--- config.mk ---
export PLATFORM = sky130hd
export DESIGN_NAME = pipelined_approx_rc_adder
export DESIGN_NICKNAME = d
export VERILOG_FILES = /design/src/rtl/approx_adder_pkg.sv /design/src/rtl/approx_rc_segment.sv /design/src/rtl/pipelined_approx_rc_adder.sv
export SDC_FILE = /design/constraint.sdc
export NUM_CORES = 1
export LEC_CHECK = 0
export ABC_AREA = 1
export BUFFER_PORTS_ARGS = -buffer_cell sky130_fd_sc_hd__buf_2
export CAP_MARGIN = 25
export CORE_MARGIN = 1.5
export CORE_UTILIZATION = 53
export CTS_CLUSTER_SIZE = 10
export DETAILED_ROUTE_END_ITERATION = 10
export PLACE_DENSITY = 0.77
export SYNTH_ARGS = -nofsm -noshare
export SYNTH_HDL_FRONTEND = slang
export SYNTH_SLANG_ARGS = --single-unit
--- constraint.sdc ---
create_clock -name clk -period 6.2 [get_ports clk]
set_input_delay 1.55 -clock clk [delete_from_list [all_inputs] [get_ports clk]]
set_output_delay 1.55 -clock clk [all_outputs]
set_load 0.05 [all_outputs]
--- src/rtl/approx_adder_pkg.sv ---
// Shared constants and per-bit cell functions for the pipelined approximate ripple-carry adder.
// Both cell functions return {cout, sum} for operand bits x, y and incoming carry z.
package approx_adder_pkg;

  localparam int DEF_WIDTH      = 16;
  localparam int DEF_STAGES     = 2;
  localparam int DEF_APPROX_MAX = 8;

  // Approximate cell: the carry out is simply the A bit, which breaks the carry chain.
  function automatic logic [1:0] approx_cell(input logic x, input logic y, input logic z);
    return {x, (~x & (y | z)) | (x & y & z)};
  endfunction

  function automatic logic [1:0] exact_cell(input logic x, input logic y, input logic z);
    return {(x & y) | (x & z) | (y & z), x ^ y ^ z};
  endfunction

endpackage

--- src/rtl/approx_rc_segment.sv ---
// Combinational SW-bit ripple segment; mask bit i selects the approximate cell for bit i.
module approx_rc_segment
  import approx_adder_pkg::*;
#(
  parameter int SW = 8
) (
  input  logic [SW-1:0] a,
  input  logic [SW-1:0] b,
  input  logic [SW-1:0] mask,
  input  logic          cin,
  output logic [SW-1:0] sum,
  output logic          cout
);

  logic [SW:0] carry_s;
  logic [1:0]  cell_s;

  // ripple through the segment, choosing the cell type per bit
  always_comb begin
    carry_s    = '0;
    sum        = '0;
    cell_s     = 2'b00;
    carry_s[0] = cin;
    for (int i = 0; i < SW; i++) begin
      if (mask[i]) begin
        cell_s = approx_cell(a[i], b[i], carry_s[i]);
      end else begin
        cell_s = exact_cell(a[i], b[i], carry_s[i]);
      end
      sum[i]       = cell_s[0];
      carry_s[i+1] = cell_s[1];
    end
  end

  assign cout = carry_s[SW];

endmodule

--- src/rtl/pipelined_approx_rc_adder.sv ---
// Skewed-pipeline approximate adder: one ripple segment per stage, the exact sum travels with the
// data so the last stage can flag a mismatch, plus a saturating count of erroring transfers.
module pipelined_approx_rc_adder
  import approx_adder_pkg::*;
#(
  parameter int WIDTH      = DEF_WIDTH,
  parameter int STAGES     = DEF_STAGES,
  parameter int APPROX_MAX = DEF_APPROX_MAX
) (
  input  logic                            clk,
  input  logic                            rst,
  input  logic                            in_valid,
  output logic                            in_ready,
  input  logic [WIDTH-1:0]                in_a,
  input  logic [WIDTH-1:0]                in_b,
  input  logic [$clog2(APPROX_MAX+1)-1:0] in_k,
  output logic                            out_valid,
  input  logic                            out_ready,
  output logic [WIDTH:0]                  out_sum,
  output logic                            out_err,
  output logic [15:0]                     err_count,
  input  logic                            err_clear
);

  localparam int SW = WIDTH / STAGES;
  localparam int KW = $clog2(APPROX_MAX + 1);
  localparam logic [KW-1:0] KMAX = KW'(APPROX_MAX);

  typedef struct packed {
    logic             vld;
    logic             err;
    logic             carry;
    logic [WIDTH-1:0] a;
    logic [WIDTH-1:0] b;
    logic [WIDTH-1:0] mask;
    logic [WIDTH-1:0] sum;
    logic [WIDTH:0]   exact;
  } stage_t;

  stage_t        st_r      [STAGES];
  stage_t        nxt_s     [STAGES];
  logic [SW-1:0] seg_a_s   [STAGES];
  logic [SW-1:0] seg_b_s   [STAGES];
  logic [SW-1:0] seg_m_s   [STAGES];
  logic [SW-1:0] seg_sum_s [STAGES];
  logic          seg_c_s   [STAGES];
  logic          seg_co_s  [STAGES];

  logic [KW-1:0]    k_eff_s;
  logic [WIDTH-1:0] mask_in_s;
  logic             adv_s;

  // clamp the requested approximate-cell count and expand it into a low-bit mask
  always_comb begin
    if (in_k > KMAX) begin
      k_eff_s = KMAX;
    end else begin
      k_eff_s = in_k;
    end
    mask_in_s = ~({WIDTH{1'b1}} << k_eff_s);
  end

  assign adv_s    = ~out_valid | out_ready;
  // reset forces ready so upstream never sees a stall while the pipe is being flushed
  assign in_ready = rst | adv_s;

  // route operands: segment 0 straight from the inputs, later segments from the previous stage
  always_comb begin
    for (int s = 0; s < STAGES; s++) begin
      seg_a_s[s] = '0;
      seg_b_s[s] = '0;
      seg_m_s[s] = '0;
      seg_c_s[s] = 1'b0;
    end
    seg_a_s[0] = in_a[SW-1:0];
    seg_b_s[0] = in_b[SW-1:0];
    seg_m_s[0] = mask_in_s[SW-1:0];
    seg_c_s[0] = 1'b0;
    for (int s = 1; s < STAGES; s++) begin
      seg_a_s[s] = st_r[s-1].a[s*SW +: SW];
      seg_b_s[s] = st_r[s-1].b[s*SW +: SW];
      seg_m_s[s] = st_r[s-1].mask[s*SW +: SW];
      seg_c_s[s] = st_r[s-1].carry;
    end
  end

  for (genvar g = 0; g < STAGES; g++) begin : g_seg
    approx_rc_segment #(.SW(SW)) u_seg (
      .a    (seg_a_s[g]),
      .b    (seg_b_s[g]),
      .mask (seg_m_s[g]),
      .cin  (seg_c_s[g]),
      .sum  (seg_sum_s[g]),
      .cout (seg_co_s[g])
    );
  end

  // next value of every stage register; err is only meaningful once all segments are filled in
  always_comb begin
    for (int s = 0; s < STAGES; s++) begin
      nxt_s[s] = '0;
    end
    nxt_s[0].vld          = in_valid;
    nxt_s[0].a            = in_a;
    nxt_s[0].b            = in_b;
    nxt_s[0].mask         = mask_in_s;
    nxt_s[0].exact        = {1'b0, in_a} + {1'b0, in_b};
    nxt_s[0].sum[SW-1:0]  = seg_sum_s[0];
    nxt_s[0].carry        = seg_co_s[0];
    for (int s = 1; s < STAGES; s++) begin
      nxt_s[s]                   = st_r[s-1];
      nxt_s[s].sum[s*SW +: SW]   = seg_sum_s[s];
      nxt_s[s].carry             = seg_co_s[s];
    end
    for (int s = 0; s < STAGES; s++) begin
      nxt_s[s].err = ({nxt_s[s].carry, nxt_s[s].sum} != nxt_s[s].exact);
    end
  end

  // stage registers advance together, hold on stall, and are wiped by reset
  always_ff @(posedge clk) begin
    if (rst) begin
      for (int s = 0; s < STAGES; s++) begin
        st_r[s] <= '0;
      end
    end else if (adv_s) begin
      for (int s = 0; s < STAGES; s++) begin
        st_r[s] <= nxt_s[s];
      end
    end
  end

  assign out_valid = st_r[STAGES-1].vld;
  assign out_sum   = {st_r[STAGES-1].carry, st_r[STAGES-1].sum};
  assign out_err   = st_r[STAGES-1].err;

  // saturating count of erroring transfers; clear wins over a coincident increment
  always_ff @(posedge clk) begin
    if (rst) begin
      err_count <= 16'h0000;
    end else if (err_clear) begin
      err_count <= 16'h0000;
    end else if (out_valid && out_ready && out_err && (err_count != 16'hFFFF)) begin
      err_count <= err_count + 16'h0001;
    end
  end

endmodule

==> impl_metrics.tcl, run 1 <==
set metrics [dict create \
    run_status "completed" \
    area_delta_synth_final_pct 14.8 \
    placed_cell_area_mm2 0.00638 \
    vias_per_cell 4.87 \
    seqPwrFrac_pct 47.2 \
    yosys-mux-area-fraction_pct 0.174 \
    ant_nets 0 \
    grt_pass1_vias 4496 \
    maxSlewViolCount 0 \
    syn_area_per_cell_um2 7.99 \
    die_h_um 107 \
    grt_use_total_pct 21.8 \
    grt_max_degree 55 \
    p_total_mw 1.46 \
    tns_ps 0 \
    multi_input_area_mm2 0.00281 \
    die-area_mm2 0.0115 \
    cts.path.max_buffers 2 \
    critPathRequiredTime_ps 6310 \
    internal-power_mw 1.01 \
    antenna_found_initial 0 \
    synth_top_family_by_area "simple AND/OR/NAND/NOR gates" \
    vias 4678 \
    end_kind "flop" \
    first_pass_iters 4 \
    portBuffers 76 \
    start_util_pct 55.1 \
    rows 37 \
    post-route-period-util_pct 94.3 \
    ys_seq_elements 85 \
    nets 909 \
    drc_errors 0 \
    p_clk_share_pct 28.9 \
    synth_compound_area_share_pct 6.36 \
    totalWireLength_um 11800 \
    drtIter0Drc 224 \
    finalSetupViolations 0 \
    hold_path.class "flop to flop" \
    core_area_mm2 0.0105 \
    synth.distinct_cells 36 \
    final_cell_mix "nand2_1, inv_1, nor2_1" \
    power_density_mw_per_mm2 221 \
    max_freq_mhz 171 \
    switchingPower_mw 0.452 \
    cts_tree "built" \
    criticalPathCategory "primary input to flop" \
    hold_violations 0 \
    worst_slew_pin_slew_ps 690 \
    placed_cells 944 \
    ys_warn_count 0 \
    synth_area_mm2 0.00577 \
    clkLatencyLatePin_ps 380 \
    die_width_um 107 \
    clockRootBuffer "clkbuf_8" \
    insertedDiodeCount 0 \
    slew_headroom_pct 54.0 \
    synth-xor-area-share_pct 1.21 \
    grt_first_pass_wirelength_um 19600 \
    n_fill_cell 914 \
    htree_levels 3 \
    p_leak_nw 3.33 \
    yosys.area_share.adder_pct 14.3 \
    seq_area_frac_synth_pct 41.5 \
    layout_min_cycle_time_ps 5850 \
    peakVddDrop_mv 0.102 \
    stdcell_count 961 \
    synth_cells 722 \
    drv_cap 0 \
    grt.overflow.total 0 \
    rsz0062_at_grt "false" \
    finalInstanceArea_mm2 0.00662 \
    io_pins 77 \
    path_clk_slew_ps 80 \
    combPwrFrac_pct 23.9 \
    hold_ws_ps 557 \
    layout-drive-gt1-share_pct 15.4 \
    critPathMaxFanout 2 \
    hpwl_um 8910 \
    cts_hold_buf 0 \
    numClockSinks 85 \
    cts_buffers 9 \
    place_congestion 0.918 \
    crit_arrival_ps 5950 \
    clock_skew_ps 16.3 \
    wire_per_inst_um 12.2 \
    critPathLaunchType "primary input" \
    register_area_mm2 0.00239 \
    switching_share_pct 30.8 \
    synthSimpleGateAreaFrac_pct 25.7 \
    final_common_cell "nand2_1" \
]
metal layers:
layer	wire length, um	GRT usage [%]
met5	0	0
met3	513	3.75
met1	5200	26.9
met4	296	10.5
met2	5760	37.0
repair_timing:
item | CTS | global route
resized for setup | 1 | 10
setup buffers | 0 | 1
endpoints found under the setup margin | 1 | 3
pin swaps | 0 | 0
layout make-up:
| cell class | instances | area share, % |
|---|---|---|
| inverters | 151 | 8.56 |
| clock inverters | 2 | 0.907 |
| flip-flops and latches | 85 | 36.1 |
| multi-input cells | 484 | 42.5 |
| well taps | 136 | 2.57 |
| clock buffers | 14 | 2.15 |
| repair buffers | 89 | 7.22 |
kinds of logic (layout without fill, tap and decap cells):
kind of cell    after synthesis  in the layout
simple gates                350            350
buf+inv                     159            256
flops                        85             85
compound gates               70             70
fa+ha+maj                    48             48
xor+xnor                      8              8
other cells                   1              7
mux                           1              1
power by group through the flow:
stage	registers, mW	clock network, mW	logic (mW)
2_1_floorplan	0.751	0	0.201
3_3_place_gp	0.702	0	0.331
3_5_place_dp	0.705	0	0.344
4_1_cts	0.692	0.428	0.347
5_1_grt	0.697	0.449	0.395
6_report	0.691	0.422	0.350
worst paths after layout:
path         slack (ps)  cells past startpoint    startpoint      endpoint
max                 350                     24       in_a[0]   st_r[0][24]
max reg2reg         450                     30   st_r[0][57]  st_r[0][166]
min reg2reg         560                      2  err_count[0]  err_count[0]
min                 560                      2  err_count[0]  err_count[0]
cell usage after synthesis, drive strengths merged:
master / n / area, um2
a211oi: 1 / 7.51
a21boi: 1 / 7.51
a21oi: 40 / 200
and2: 1 / 6.26
buf: 4 / 32.5
clkbuf: 4 / 15.0
clkinv: 4 / 15.0
conb: 1 / 3.75
dfxtp: 16 / 320
edfxtp: 69 / 2070
fa: 30 / 601
ha: 18 / 225
inv: 147 / 552
mux2i: 1 / 10.0
nand2: 195 / 754
nand3: 37 / 208
nand3b: 4 / 30.0
nand4: 4 / 25.0
nor2: 99 / 399
nor3: 5 / 30.0
nor3b: 1 / 7.51
o21ai: 28 / 151
or2: 4 / 25.0
xnor2: 4 / 35.0
xor2: 4 / 35.0
stage by stage:
stage | worst slack [ps] | util (%)
after detailed placement | -393 | 61.0
after floorplan | 81.5 | -
after global placement | -186 | 61.0
after CTS | 74.3 | 63.0
final | 354 | 63.3
after global routing | 15.5 | 63.3
worst max-delay path, stage by stage:
cell,delay [ps]
buf_2,110
ha_1,220
inv_1,100
o21ai_0,140
fa_1,390
inv_1,60
o21ai_1,90
fa_1,360
inv_1,50
o21ai_0,120
fa_1,380
nand2_1,60
o21ai_0,120
fa_1,380
inv_1,60
o21ai_0,120
fa_1,380
inv_1,60
o21ai_1,90
fa_2,360
mux2i_4,160
fa_1,440
nand2_1,80
a21oi_1,60
state kept, by name, summed over array words and instances (netlist names):
signal	cells
err_count	16
st_r	69
Note: power is estimated with default switching activity, not from simulation.
==> run 2, diff against run 1 <==
Settings changed: CORE_UTILIZATION 53 to 55, CTS_BUF_LIST set to sky130_fd_sc_hd__clkbuf_2, PLACE_DENSITY 0.77 to 0.8.
==> impl_metrics.tcl, run 2 (synthesized netlist as in run 1, its figures left out) <==
set metrics [dict create \
    run_status "completed" \
    max_freq_mhz 171 \
    multi_input_area_mm2 0.00279 \
    p_leak_nw 3.30 \
    grt.overflow.total 0 \
    insertedDiodeCount 0 \
    vias 4711 \
    start_util_pct 56.4 \
    rows 37 \
    grt_use_total_pct 22.4 \
    htree_levels 3 \
    slew_headroom_pct 43.0 \
    die-area_mm2 0.0111 \
    power_density_mw_per_mm2 211 \
    stdcell_count 959 \
    critPathMaxFanout 2 \
    postCtsSetupRepairBufs 0 \
    crit_arrival_ps 6170 \
    placed_cell_area_mm2 0.00638 \
    finalInstanceArea_mm2 0.00652 \
    post-route-period-util_pct 94.4 \
    tns_ps 0 \
    maxSlewViolCount 0 \
    grt_pass1_vias 4506 \
    drc_errors 0 \
    clkLatencyLatePin_ps 560 \
    crit_buf_inv 5 \
    layout_min_cycle_time_ps 5860 \
    ant_nets 0 \
    n_fill_cell 860 \
    io_pins 77 \
    critPathLaunchType "primary input" \
    seqPwrFrac_pct 50.4 \
    switching_share_pct 33.2 \
    drtIter0Drc 229 \
    final_common_cell "nand2_1" \
    vias_per_cell 4.91 \
    path_clk_slew_ps 240 \
    antenna_found_initial 0 \
    numClockSinks 85 \
    top_register "st_r" \
    register_area_mm2 0.00239 \
    reg.largest.list "st_r: 69 flops, err_count: 16 flops" \
    place_congestion 0.933 \
    cts_tree "built" \
    drv_cap 0 \
    clockRootBuffer "clkbuf_2" \
    peakVddDrop_mv 0.102 \
    grt_max_degree 69 \
    largest_reg_flops 69 \
    wire_per_inst_um 12.2 \
    end_kind "flop" \
    portBuffers 76 \
    nets 907 \
    totalWireLength_um 11700 \
    cp_top_family "adder cells" \
    hold_path.class "flop to flop" \
    clock_skew_ps 19.4 \
    slowest_delay_ps 460 \
    finalSetupViolations 0 \
    layout-drive-gt1-share_pct 15.3 \
    cp_slowest_cell "fa_1" \
    gr-usage-met3_pct 3.53 \
    combPwrFrac_pct 25.4 \
    cts.path.max_buffers 2 \
    die_width_um 105 \
    busiest_layer "met2" \
    critPathRequiredTime_ps 6510 \
    die_h_um 105 \
    criticalPathCategory "primary input to flop" \
    final_cell_mix "nand2_1, inv_1, nor2_1" \
    p_clk_share_pct 24.2 \
    switchingPower_mw 0.456 \
    worst_slew_pin_slew_ps 856 \
    grt_first_pass_wirelength_um 19800 \
    cts_buffers 9 \
    first_pass_iters 9 \
    placed_cells 943 \
    area_delta_synth_final_pct 13.0 \
    internal-power_mw 0.917 \
    use_met1_pct 27.6 \
    rsz0062_at_grt "false" \
    core_area_mm2 0.0102 \
    grt_util_met2_pct 38.6 \
    hpwl_um 8880 \
    hold_violations 0 \
    crit_path_frequent_cell "fa_1" \
]
## run 2: changes by cell type in the layout (fill, tap and decap cells not counted), sizes merged
cell / delta
buf: -2
clkbuf: -4
clkinv: +2
clkinvlp: +2
## run 2: path summary, 6_finish.rpt
| kind | start | to | slack (ps) | depth (start not counted) |
|---|---|---|---|---|
| setup / recovery | in_k[2] | st_r[0][24] | 340 | 25 |
| hold / removal | err_count[0] | err_count[0] | 570 | 2 |
| setup reg to reg | st_r[0][81] | st_r[0][166] | 450 | 30 |
| hold reg to reg | err_count[0] | err_count[0] | 570 | 2 |
## run 2: through the flow
step	hold slack, ps	utilization, %	setup WS, ps	total power [mW]
after global routing	594	63.7	7.30	1.45
after detailed placement	533	62.3	-324	1.05
after floorplan	519	-	81.5	0.952
after global placement	518	62.3	-75.7	1.03
after CTS	559	63.7	86.5	1.38
final	567	63.7	344	1.37
## run 2: final cells by class
| cell class | count | area share, % |
|---|---|---|
| Sequential cell | 85 | 36.7 |
| Multi-Input combinational cell | 484 | 42.8 |
| Clock inverter | 6 | 1.34 |
| Tap cell | 136 | 2.61 |
| Timing Repair Buffer | 87 | 7.10 |
| Clock buffer | 10 | 0.768 |
| Inverter | 151 | 8.70 |
## run 2: timing repair
| item | in CTS | in global routing |
|---|---|---|
| endpoints found under the setup margin | 0 | 2 |
| hold buffers | 0 | 0 |
| gates resized for setup | 0 | 5 |
## run 2: metal layers
layer	vias up	share of wire (%)
li1	2408	-
met1	2169	43
met2	113	51
met3	21	4.1
met4	0	2.5
met5	-	0
## run 2: worst register-to-register path, delay by kind of cell, from the launching register on
kind | cells | cell delay (ps)
fa+ha+maj | 8 | 3140
buf+inv | 1 | 60
compound gates | 7 | 920
flops | 1 | 460
simple gates | 14 | 990
## run 2: power by group through the flow
| stage | Combinational [mW] | Sequential, mW | Clock (mW) |
|---|---|---|---|
| after floorplan | 0.201 | 0.751 | 0 |
| after global placement | 0.330 | 0.702 | 0 |
| after detailed placement | 0.346 | 0.705 | 0 |
| after CTS | 0.349 | 0.692 | 0.338 |
| after global routing | 0.396 | 0.697 | 0.358 |
| final | 0.349 | 0.691 | 0.332 |
